$ cat src/rtl/clock_set_ctrl.sv
// HH:MM:SS timekeeping with 1 Hz advance and a key-driven field-setting FSM.
// Drives six BCD digits plus a per-digit blank mask for the display scanner.
module clock_set_ctrl #(
    parameter int unsigned TICK_CNT  = 50_000_000,
    parameter int unsigned BLINK_CNT = 12_500_000
) (
    input  logic       CLK_50M,
    input  logic       RST_N,
    input  logic       key_mode,
    input  logic       key_inc,
    output logic [3:0] hours2_data,
    output logic [3:0] hours1_data,
    output logic [3:0] minutes2_data,
    output logic [3:0] minutes1_data,
    output logic [3:0] seconds2_data,
    output logic [3:0] seconds1_data,
    output logic [5:0] blank_mask,
    output logic [1:0] set_state
);

    localparam int unsigned PW = (TICK_CNT > 1) ? $clog2(TICK_CNT) : 1;
    localparam int unsigned BW = (BLINK_CNT > 1) ? $clog2(BLINK_CNT) : 1;
    localparam logic [PW-1:0] PRESC_LAST = PW'(TICK_CNT - 1);
    localparam logic [BW-1:0] BLINK_LAST = BW'(BLINK_CNT - 1);

    localparam logic [1:0] S_RUN     = 2'd0;
    localparam logic [1:0] S_SET_HR  = 2'd1;
    localparam logic [1:0] S_SET_MIN = 2'd2;
    localparam logic [1:0] S_SET_SEC = 2'd3;

    logic [1:0]    state, state_next;
    logic [PW-1:0] presc, presc_next;
    logic [BW-1:0] blink_cnt, blink_next;
    logic          phase, phase_next;
    logic [7:0]    hr, hr_next, mn, mn_next, sc, sc_next;
    logic [5:0]    mask_next;
    logic          tick, inc_ok;

    // Two-digit BCD increment that wraps to 00 after reaching max.
    function automatic logic [7:0] bcd_inc(input logic [7:0] val, input logic [7:0] max);
        if (val == max)
            return 8'h00;
        else if (val[3:0] == 4'd9)
            return {val[7:4] + 4'd1, 4'd0};
        else
            return {val[7:4], val[3:0] + 4'd1};
    endfunction

    always_comb begin
        state_next = state;
        presc_next = presc;
        blink_next = blink_cnt;
        phase_next = phase;
        hr_next    = hr;
        mn_next    = mn;
        sc_next    = sc;
        mask_next  = 6'b000000;
        tick       = 1'b0;
        inc_ok     = key_inc && !key_mode && (state != S_RUN);

        if (key_mode) begin
            case (state)
                S_RUN:     state_next = S_SET_HR;
                S_SET_HR:  state_next = S_SET_MIN;
                S_SET_MIN: state_next = S_SET_SEC;
                default:   state_next = S_RUN;
            endcase
        end

        if (state == S_RUN) begin
            if (presc == PRESC_LAST) begin
                presc_next = '0;
                tick       = 1'b1;
            end else begin
                presc_next = presc + PW'(1);
            end
        end else begin
            presc_next = '0;
        end

        // Ripple carry seconds -> minutes -> hours on the tick edge.
        if (tick) begin
            sc_next = bcd_inc(sc, 8'h59);
            if (sc == 8'h59) begin
                mn_next = bcd_inc(mn, 8'h59);
                if (mn == 8'h59)
                    hr_next = bcd_inc(hr, 8'h23);
            end
        end

        if (inc_ok) begin
            case (state)
                S_SET_HR:  hr_next = bcd_inc(hr, 8'h23);
                S_SET_MIN: mn_next = bcd_inc(mn, 8'h59);
                S_SET_SEC: sc_next = 8'h00;
                default:   ;
            endcase
        end

        // Restart visible phase on any state change or edit.
        if ((state_next != state) || inc_ok || (state == S_RUN)) begin
            blink_next = '0;
            phase_next = 1'b0;
        end else if (blink_cnt == BLINK_LAST) begin
            blink_next = '0;
            phase_next = ~phase;
        end else begin
            blink_next = blink_cnt + BW'(1);
        end

        if (phase_next) begin
            case (state_next)
                S_SET_HR:  mask_next = 6'b000011;
                S_SET_MIN: mask_next = 6'b001100;
                S_SET_SEC: mask_next = 6'b110000;
                default:   mask_next = 6'b000000;
            endcase
        end
    end

    always_ff @(posedge CLK_50M or negedge RST_N) begin
        if (!RST_N) begin
            state      <= S_RUN;
            presc      <= '0;
            blink_cnt  <= '0;
            phase      <= 1'b0;
            hr         <= 8'h00;
            mn         <= 8'h00;
            sc         <= 8'h00;
            blank_mask <= 6'b000000;
        end else begin
            state      <= state_next;
            presc      <= presc_next;
            blink_cnt  <= blink_next;
            phase      <= phase_next;
            hr         <= hr_next;
            mn         <= mn_next;
            sc         <= sc_next;
            blank_mask <= mask_next;
        end
    end

    assign set_state     = state;
    assign hours2_data   = hr[7:4];
    assign hours1_data   = hr[3:0];
    assign minutes2_data = mn[7:4];
    assign minutes1_data = mn[3:0];
    assign seconds2_data = sc[7:4];
    assign seconds1_data = sc[3:0];

endmodule

$ cat config.mk
export PLATFORM = sky130hd
export DESIGN_NAME = clock_set_ctrl
export DESIGN_NICKNAME = d
export VERILOG_FILES = /design/src/rtl/clock_set_ctrl.sv
export SDC_FILE = /design/constraint.sdc
export NUM_CORES = 1
export LEC_CHECK = 0
export CAP_MARGIN = 15
export CORE_MARGIN = 5
export CORE_UTILIZATION = 45
export CTS_CLUSTER_DIAMETER = 200
export DETAILED_ROUTE_END_ITERATION = 8
export HOLD_SLACK_MARGIN = 0.06
export SYNTH_ARGS = -nofsm -noshare
export SYNTH_HDL_FRONTEND = slang
export SYNTH_SLANG_ARGS = --single-unit
$ cat constraint.sdc
create_clock -name CLK_50M -period 4.4 [get_ports CLK_50M]
set_clock_uncertainty 0.05 [all_clocks]
set_input_delay 0.66 -clock CLK_50M [delete_from_list [all_inputs] [get_ports CLK_50M]]
set_output_delay 0.66 -clock CLK_50M [all_outputs]
set_load 0.1 [all_outputs]
# Word-level counts from Yosys, hierarchy flattened
# Cells that the tools add are included.
[classes] n_addsub=8 n_eq_ne=15 muxes=30 bitwise=1 n_reduce_logical=7
[ops] op="$mux W8" count=18
[ops] op="$mux W26" count=2
[ops] op="$mux W24" count=2
[ops] op="$add A26 B1 Y26 const B" count=1
[ops] op="$eq A26 B26 Y1 const B" count=1
[ops] op="$add A24 B1 Y24 const B" count=1
[ops] op="$add A4 B1 Y4 const B" count=6
[ops] op="$eq A24 B24 Y1 const B" count=1
[ops] op="$pmux W6 S3" count=1
[ops] op="$eq A8 B7 Y1 const B" count=2
[ops] op="$eq A4 B4 Y1 const B" count=3
[ops] op="$eq A2 B2 Y1 const B" count=4
[ops] op="$eq A8 B6 Y1 const B" count=1
[ops] op="$mux W6" count=1
[ops] op="$pmux W2 S3" count=1
[ops] op="$eq A2 B1 Y1 const B" count=2
[ops] op="$mux W1" count=4
[ops] op="$logic_and A1 B1 Y1" count=2
[ops] op="$logic_not A2 Y1" count=1
[ops] op="$logic_or A1 B1 Y1" count=2
[ops] op="$mux W2" count=1
[ops] op="$ne A2 B2 Y1" count=1
[ops] op="$reduce_bool A2 Y1" count=1
[ops] op="$logic_not A1 Y1" count=1
[ops] op="$not A1 Y1" count=1
[totals] register_bits=83 out_inout_bits=32

# Longest topological paths before layout
# Gate-level depths: netlist (run 1).
[logic_depth] depth_word=8 mapped_depth=10

# Worst setup path after synthesis (run 1)
# OpenSTA, ideal clock, no wires.
[synth_path] kind="reg-to-reg" startpoint="reg state[0] (netlist: set_state[0])" endpoint="reg blink_cnt[15]" arrival_ns=2.783 path_slack_ns=1.449 path_stages_with_launch=11 period_less_slack_ns=2.951 path_cell_list="dfrtp_1 -> inv_1 -> ha_1 -> buf_2 -> o21ba_2 -> xnor2_1 -> a41oi_1 -> or2_2 -> buf_2 -> buf_4 -> nor2_1"
[synth_between] elab_chain_cells=7 elab_cells_between_ends=11 cone_classes="eq/ne (3); mux (3); reduce/logical (5)"
[synth_rtl] item="start: declaration" line="31" source="logic [1:0] state, state_next;"
[synth_rtl] item="start signal: assignment" line="132" source="state <= state_next;"
[synth_rtl] item="$eq A2 B2 Y1, or another cell as far along" line="62" source="case (state)"
[synth_rtl] item="$pmux W2 S3" line="62"
[synth_rtl] item="$mux W2" line="61" source="if (key_mode) begin"
[synth_rtl] item="$ne A2 B2 Y1" line="101" source="if ((state_next != state) || inc_ok || (state == S_RUN)) begin"
[synth_rtl] item="$logic_or A1 B1 Y1" line="101"
[synth_rtl] item="$logic_or A1 B1 Y1 *" line="101"
[synth_rtl] item="$mux W24 *" line="101"
[synth_rtl] item="net blink_next[15]" line="33" source="logic [BW-1:0] blink_cnt, blink_next;"
[synth_rtl] item="end signal: assignment" line="134" source="blink_cnt <= blink_next;"
[synth_rtl] item="end: declaration" line="33"
# The timed path passes the listed nets; every way through them passes the cells marked *.

# Final worst setup path (run 1)
[layout_path] startpoint="reg state[0] (netlist: set_state[0])" endpoint="out set_state[0]"
[layout_rtl] item="end: declaration" line="18" source="output logic [1:0] set_state"
# No word-level cell between the ends.

==> qor.csv, run 1 <==
stage,metric,value,unit
sta,post-route-min-period,2.72,ns
sta,finalCritPeriodShare,0.619,
logic_synthesis,synth.yosys.seq_area_share,0.464,
placement,dp_slack,1.79,ns
cts,cts_sinks,80,
logic_synthesis,async_flop_share,1.00,
finish,fin_nets,496,
cts,clk_latency,0.36,ns
global_routing,grt_max_degree,81,
critical_path,start_kind,flop,
cts,cts_buffers,9,
cts,cts_hold_buf,0,
sta,finalMaxSlewViolations,0,
logic_synthesis,syn-num-nets,471,
logic_synthesis,synth_compound_area_frac,0.0502,
detailed_routing,first_pass_iters,6,
logic_synthesis,avgSynthCellArea,9.60,um2
floorplan,ios,36,
sta,final.setup.worst_slack,1.68,ns
finish,multi_input_area,0.00215,mm2
critical_path,crit_cells,1,
cts,cts_root_buf,clkbuf_8,
sta,worst_pin_slew,1.01,ns
logic_synthesis,synth-simple-area-share,0.266,
global_routing,antenna_found_initial,0,
finish,syn2layout_area_growth,14.7,%
floorplan,rows,35,
finish,ff_latch_area,0.00200,mm2
finish,layout_commonest_cell,dfrtp_1,
critical_path,crit_family,buffers and inverters,
logic_synthesis,synth.area.mux_share,0.0282,
pwr,p_total,2.96,mW
floorplan,chipWidth,108,um
sta,hold-worst-slack,0.417,ns
finish,drive_above_1_share,0.0731,
sta,finalHoldViolCount,0,
finish,layout_common_cells,"dfrtp_1, nor2_1, clkdlybuf4s50_1, nand2_1, xor2_1",
critical_path,cp_max_fo,6,
sta,rsz0062_at_grt,no,
finish,fill_cells,885,
sta,setup_tns,0,ns
placement,io_buffers,35,
cts,postCtsSetupRepairBufs,0,
detailed_routing,drc,0,
logic_synthesis,synth_xor_area_frac,0.102,
logic_synthesis,synth_top_family_by_area,simple AND/OR/NAND/NOR gates,
floorplan,coreArea,0.00928,mm2
logic_synthesis,synth_fa_ha_area_frac,0.0522,
status,status,finished clean,
flow_run,max-cap-violations,0,
logic_synthesis,synth_cell_types,47,
logic_synthesis,synth_seq_cells,80,
critical_path,cp_cell_sequence,clkdlybuf4s50_1,
detailed_routing,drtIter0Drc,128,
cts,ctsResizeCount,0,
critical_path,r2r_cells,7,
pwr,p_leak,2.09,nW
sta,max_freq,367,MHz
detailed_routing,num_vias,3186,
sta,setup_violations,0,
global_routing,grt_use_total,0.157,
global_routing,grt_pass1_vias,3007,
pwr,peakVddDrop,0.315,mV
critical_path,endpoint_kind,primary output,
logic_synthesis,synth_area,0.00431,mm2
floorplan,initial_core_util,0.464,
global_routing,grt_pass1_wl,14600,um
finish,postLayoutCellArea,0.00494,mm2
placement,placed_area,0.00472,mm2
finish,antenna_cells,0,
critical_path,required,3.69,ns
critical_path,worst-setup-path-type,flop to primary output,
cts,cts_buffer_depth,2,
placement,place_hpwl,5910,um
cts,cts_tree,yes,
detailed_routing,wire_per_inst,14.1,um
detailed_routing,via_per_inst,5.24,
sta,slew_headroom,0.325,
critical_path,critPathBufInv,1,
floorplan,die-area,0.0116,mm2
logic_synthesis,synth-edff-count,0,
cts,clk_pin_slew,0.09,ns
detailed_routing,ant_nets,0,
critical_path,slowest_stage,clkdlybuf4s50_1,
floorplan,die_y,108,um
pwr,p_per_area,598,mW/mm2
critical_path,slowest_delay,1.20,ns
min_path,hold_path_class,input port to async pin,
logic_synthesis,ys.warnings.count,0,
logic_synthesis,synth_ff_type,dfrtp_1,
logic_synthesis,synthCells,449,
placement,gp_congestion,0.845,
global_routing,globalRouteOverflowTotal,0,
detailed_routing,wl,8570,um
cts,cts_max_level,3,
critical_path,arrival,2.01,ns
[logic make-up (layout without fill, tap and decap cells)]
family,after synthesis,after routing
and+or+nand+nor,218,218
xor gates and xnor gates,50,50
DFF,80,80
adders and majority gates,18,18
buffers and inverters,37,67
AOI/OAI and AO/OA,35,35
muxes,11,11
[state kept, by name, indices dropped and copies added (netlist names)]
register    count
blank_mask      3
blink_cnt      24
hr              8
mn              8
phase           1
presc          26
sc              8
set_state       2
[cells in the mapped netlist, types with 2 or more instances]
| cell type | instances | area [um2] |
|---|---|---|
| dfrtp_1 | 80 | 2000 |
| nor2_1 | 71 | 267 |
| nand2_1 | 32 | 120 |
| xor2_1 | 27 | 236 |
| xnor2_1 | 23 | 201 |
| nand3_1 | 21 | 105 |
| ha_1 | 18 | 225 |
| nand4_1 | 17 | 106 |
| inv_1 | 16 | 60.1 |
| a21oi_1 | 12 | 60.1 |
| and3_1 | 12 | 75.1 |
| nor3_1 | 12 | 60.1 |
| clkbuf_1 | 11 | 41.3 |
| o21ai_0 | 10 | 50.1 |
| mux2_2 | 9 | 101 |
| and2_1 | 8 | 50.1 |
| and4_1 | 8 | 70.1 |
| or3_1 | 8 | 50.1 |
| buf_4 | 5 | 37.5 |
| nor2b_1 | 4 | 25.0 |
| nor3b_1 | 4 | 30.0 |
| and3b_1 | 3 | 26.3 |
| buf_2 | 3 | 15.0 |
| nor4_1 | 3 | 18.8 |
| o211ai_1 | 3 | 22.5 |
| or2_2 | 3 | 18.8 |
| or4_1 | 3 | 22.5 |
| a211o_1 | 2 | 17.5 |
| buf_1 | 2 | 7.51 |
| mux2i_1 | 2 | 20.0 |
[metrics by stage]
step,instances,utilization
2_1_floorplan,449,-
3_3_place_gp,592,0.508
3_5_place_dp,592,0.508
4_1_cts,608,0.533
5_1_grt,608,0.533
6_report,608,0.533
[routing by layer]
metal	global-route usage	wire length, um	up-vias
li1	-	-	1590
met1	0.215	4190	1541
met2	0.251	3990	45
met3	0.0252	280	10
met4	0.0568	104	0
met5	0	0	-
[power by group]
part | internal, mW | switching (mW) | total (mW)
sequential | 0.840 | 0.149 | 0.989
clock | 0.325 | 0.292 | 0.617
combinational | 0.337 | 1.01 | 1.35
[final cells by class]
type	instances	area share
Multi-Input combinational cell	332	0.434
Sequential cell	80	0.405
Clock buffer	9	0.0251
Inverter	16	0.0121
Tap cell	129	0.0326
Timing Repair Buffer	35	0.0703
Clock inverter	7	0.0207
[final timing paths]
| kind | startpoint | slack [ns] | to |
|---|---|---|---|
| max in group asynchronous | RST_N | 3.22 | blink_cnt[9] |
| min in group CLK_50M | hr[7] | 0.44 | hr[7] |
| worst max-delay path | set_state[0] | 1.68 | set_state[0] |
| worst min-delay path | RST_N | 0.42 | hr[3] |
| worst min register to register | hr[7] | 0.44 | hr[7] |
| worst max register to register | set_state[1] | 1.85 | blink_cnt[6] |
Power figures use the tool's default switching activity.
==> run 2, diff against run 1 <==
Settings changed: PLACE_DENSITY set to 0.67.
Clock period 4.4 ns to 2.4 ns, I/O delays scaled along.
==> run 2 against run 1 <==
First-iteration DRC count grew 24%. Final cell count is 2.1% higher. Combinational power up 90%. Sequential power grew 88%. Power increased by 84%. Non-clock buffer count rose by 13. Hold slack improved by 0.017 ns. Core utilization grew 0.58 points. Flip-flop and latch count unchanged.
==> qor.csv, run 2 (synthesis gave the netlist of run 1 again) <==
stage,metric,value,unit,change
floorplan,die-area,0.0116,mm2,unchanged
sta,worst_pin_slew,0.772,ns,was 1.01 ns
floorplan,chipWidth,108,um,unchanged
critical_path,r2r_slack,0.12,ns,was 1.85 ns
detailed_routing,via_per_inst,5.21,,was 5.24
sta,max_freq,439,MHz,
finish,largest_reg_flops,26,,unchanged
critical_path,cp_cell_sequence,nor4bb_1 -> nand4_1 -> or3_1 -> a21boi_2 -> mux2_2,,was clkdlybuf4s50_1
pwr,p_per_area,1090,mW/mm2,was 598 mW/mm2
floorplan,die_y,108,um,unchanged
global_routing,grt_use_total,0.162,,was 0.157
placement,gp_congestion,0.798,,was 0.845
sta,setup_tns,0,ns,unchanged
detailed_routing,num_vias,3236,,was 3186
cts,cts_buffers,9,,unchanged
critical_path,reg2reg_to,mn[5],,was blink_cnt[6]
critical_path,slowest_delay,0.50,ns,was 1.20 ns
finish,fin_nets,509,,was 496
min_path,hold_end,hr[7],,
finish,regMostFlops,presc,,unchanged
critical_path,cp_max_fo,4,,was 6
sta,final.setup.worst_slack,0.124,ns,was 1.68 ns
detailed_routing,drc,0,,unchanged
sta,finalMaxSlewViolations,0,,unchanged
global_routing,antenna_found_initial,0,,unchanged
finish,fin_util,0.538,,was 0.533
detailed_routing,first_pass_iters,4,,was 6
critical_path,required,2.60,ns,was 3.69 ns
floorplan,ios,36,,unchanged
detailed_routing,wire_per_inst,14.1,um,about the same
pwr,peakVddDrop,0.603,mV,was 0.315 mV
finish,syn2layout_area_growth,16.0,%,was 14.7%
status,status,finished clean,,unchanged
cts,cts_max_level,3,,unchanged
cts,cts_buffer_depth,2,,unchanged
finish,layout_common_cells,"nor2_1, dfrtp_1, buf_4, nand2_1, xor2_1",,"was dfrtp_1, nor2_1, clkdlybuf4s50_1, nand2_1, xor2_1"
finish,layout_commonest_cell,nor2_1,,was dfrtp_1
pwr,p_leak,2.18,nW,was 2.09 nW
sta,finalCritPeriodShare,0.948,,
detailed_routing,wl,8740,um,was 8570 um
critical_path,worst-setup-path-type,flop to flop,,was flop to primary output
flow_run,max-cap-violations,0,,unchanged
floorplan,initial_core_util,0.464,,unchanged
placement,place_hpwl,6280,um,was 5910 um
sta,slew_headroom,0.485,,was 0.325
min_path,hp-start,hr[7],,
floorplan,coreArea,0.00928,mm2,unchanged
sta,finalHoldViolCount,0,,unchanged
detailed_routing,ant_nets,0,,unchanged
cts,clk_pin_slew,0.09,ns,about the same
min_path,min_path_cells,1,,
critical_path,start_kind,flop,,unchanged
cts,cts_sinks,80,,unchanged
sta,setup_violations,0,,unchanged
cts,cts_root_buf,clkbuf_8,,unchanged
critical_path,endpoint_kind,flop,,was primary output
floorplan,rows,35,,unchanged
global_routing,grt_pass1_wl,15300,um,was 14600 um
finish,final_cells,621,,was 608
critical_path,startpoint,presc[9],,was set_state[0]
global_routing,grt_max_degree,63,,was 81
pwr,p_total,5.45,mW,was 2.96 mW
sta,rsz0062_at_grt,no,,unchanged
finish,reg_top3,"presc: 26 flops, blink_cnt: 24 flops",,unchanged
placement,io_buffers,35,,unchanged
critical_path,arrival,2.47,ns,was 2.01 ns
critical_path,r2r_cells,5,,was 7
cts,cts_tree,yes,,unchanged
critical_path,reg2reg_from,presc[9],,was set_state[1]
cts,postCtsSetupRepairBufs,0,,unchanged
finish,drive_above_1_share,0.207,,was 0.0731
detailed_routing,drtIter0Drc,159,,was 128
min_path,hold_path_class,flop to flop,,was input port to async pin
sta,post-route-min-period,2.28,ns,
placement,dp_slack,0.0239,ns,was 1.79 ns
finish,antenna_cells,0,,unchanged
global_routing,globalRouteOverflowTotal,0,,unchanged
placement,place_inst,604,,was 592
critical_path,slowest_stage,or3_1,,was clkdlybuf4s50_1
global_routing,grt_pass1_vias,3301,,was 3007
cts,clk_latency,0.36,ns,about the same
-- run 2: cell types whose count changed in the layout (fill, tap and decap cells not counted), moves of 4 or more --
cell             before  now
buf_4                 1   45
dfrtp_4               0    4
dfrtp_2               0   13
dfrtp_1              80   63
clkdlybuf4s50_1      34    2
-- run 2: worst max-delay path by stage --
| stage | end | slack [ns] | depth (start not counted) |
|---|---|---|---|
| after floorplan | hr[2] | 0.0007 | 7 |
| after global placement | mn[4] | 0.14 | 5 |
| after detailed placement | mn[5] | 0.02 | 5 |
| after CTS | mn[4] | 0.02 | 5 |
| after global routing | mn[5] | 0.05 | 5 |
| final | mn[5] | 0.12 | 5 |
-- run 2: area by class of cell --
cell class | instances | area (um2)
Tap cell | 129 | 161
Sequential cell | 80 | 2030
Timing Repair Buffer | 48 | 368
Clock inverter | 7 | 77.6
Inverter | 16 | 60.1
Clock buffer | 9 | 124
Fill cell | 855 | 4290
Multi-Input combinational cell | 332 | 2170
-- run 2: power breakdown --
part	total, mW	leakage [nW]	internal [mW]	switching (mW)
Sequential	1.86	1.06	1.58	0.283
Clock	1.03	0.106	0.494	0.536
Combinational	2.56	1.02	0.647	1.91
Total	5.45	2.18	2.72	2.73
-- run 2: what timing repair did --
item,4_1_cts,5_1_grt
gates resized for setup,0,2
endpoints found under the setup margin,0,2
endpoints found under the hold margin,42,0
hold buffers,1,0
-- run 2: critical path, delay by kind of cell, from the launching register on --
kind            cells  cell delay, ns
flops               1            0.41
mux                 1            0.36
compound gates      1            0.23
simple gates        3            1.12
-- run 2: per-stage QoR --
stage                     hold WS [ns]  area [um2]
after floorplan                 0.0144        4360
after global placement           0.411        4780
after detailed placement         0.421        4780
after CTS                        0.433        4990
after global routing             0.443        5000
final                            0.433        5000
-- run 2: layer usage --
layer,vias up,share of wire,track usage
li1,1615,-,-
met1,1563,0.46,0.204
met2,47,0.49,0.275
met3,11,0.033,0.0348
met4,0,0.012,0.0568
met5,-,0,0
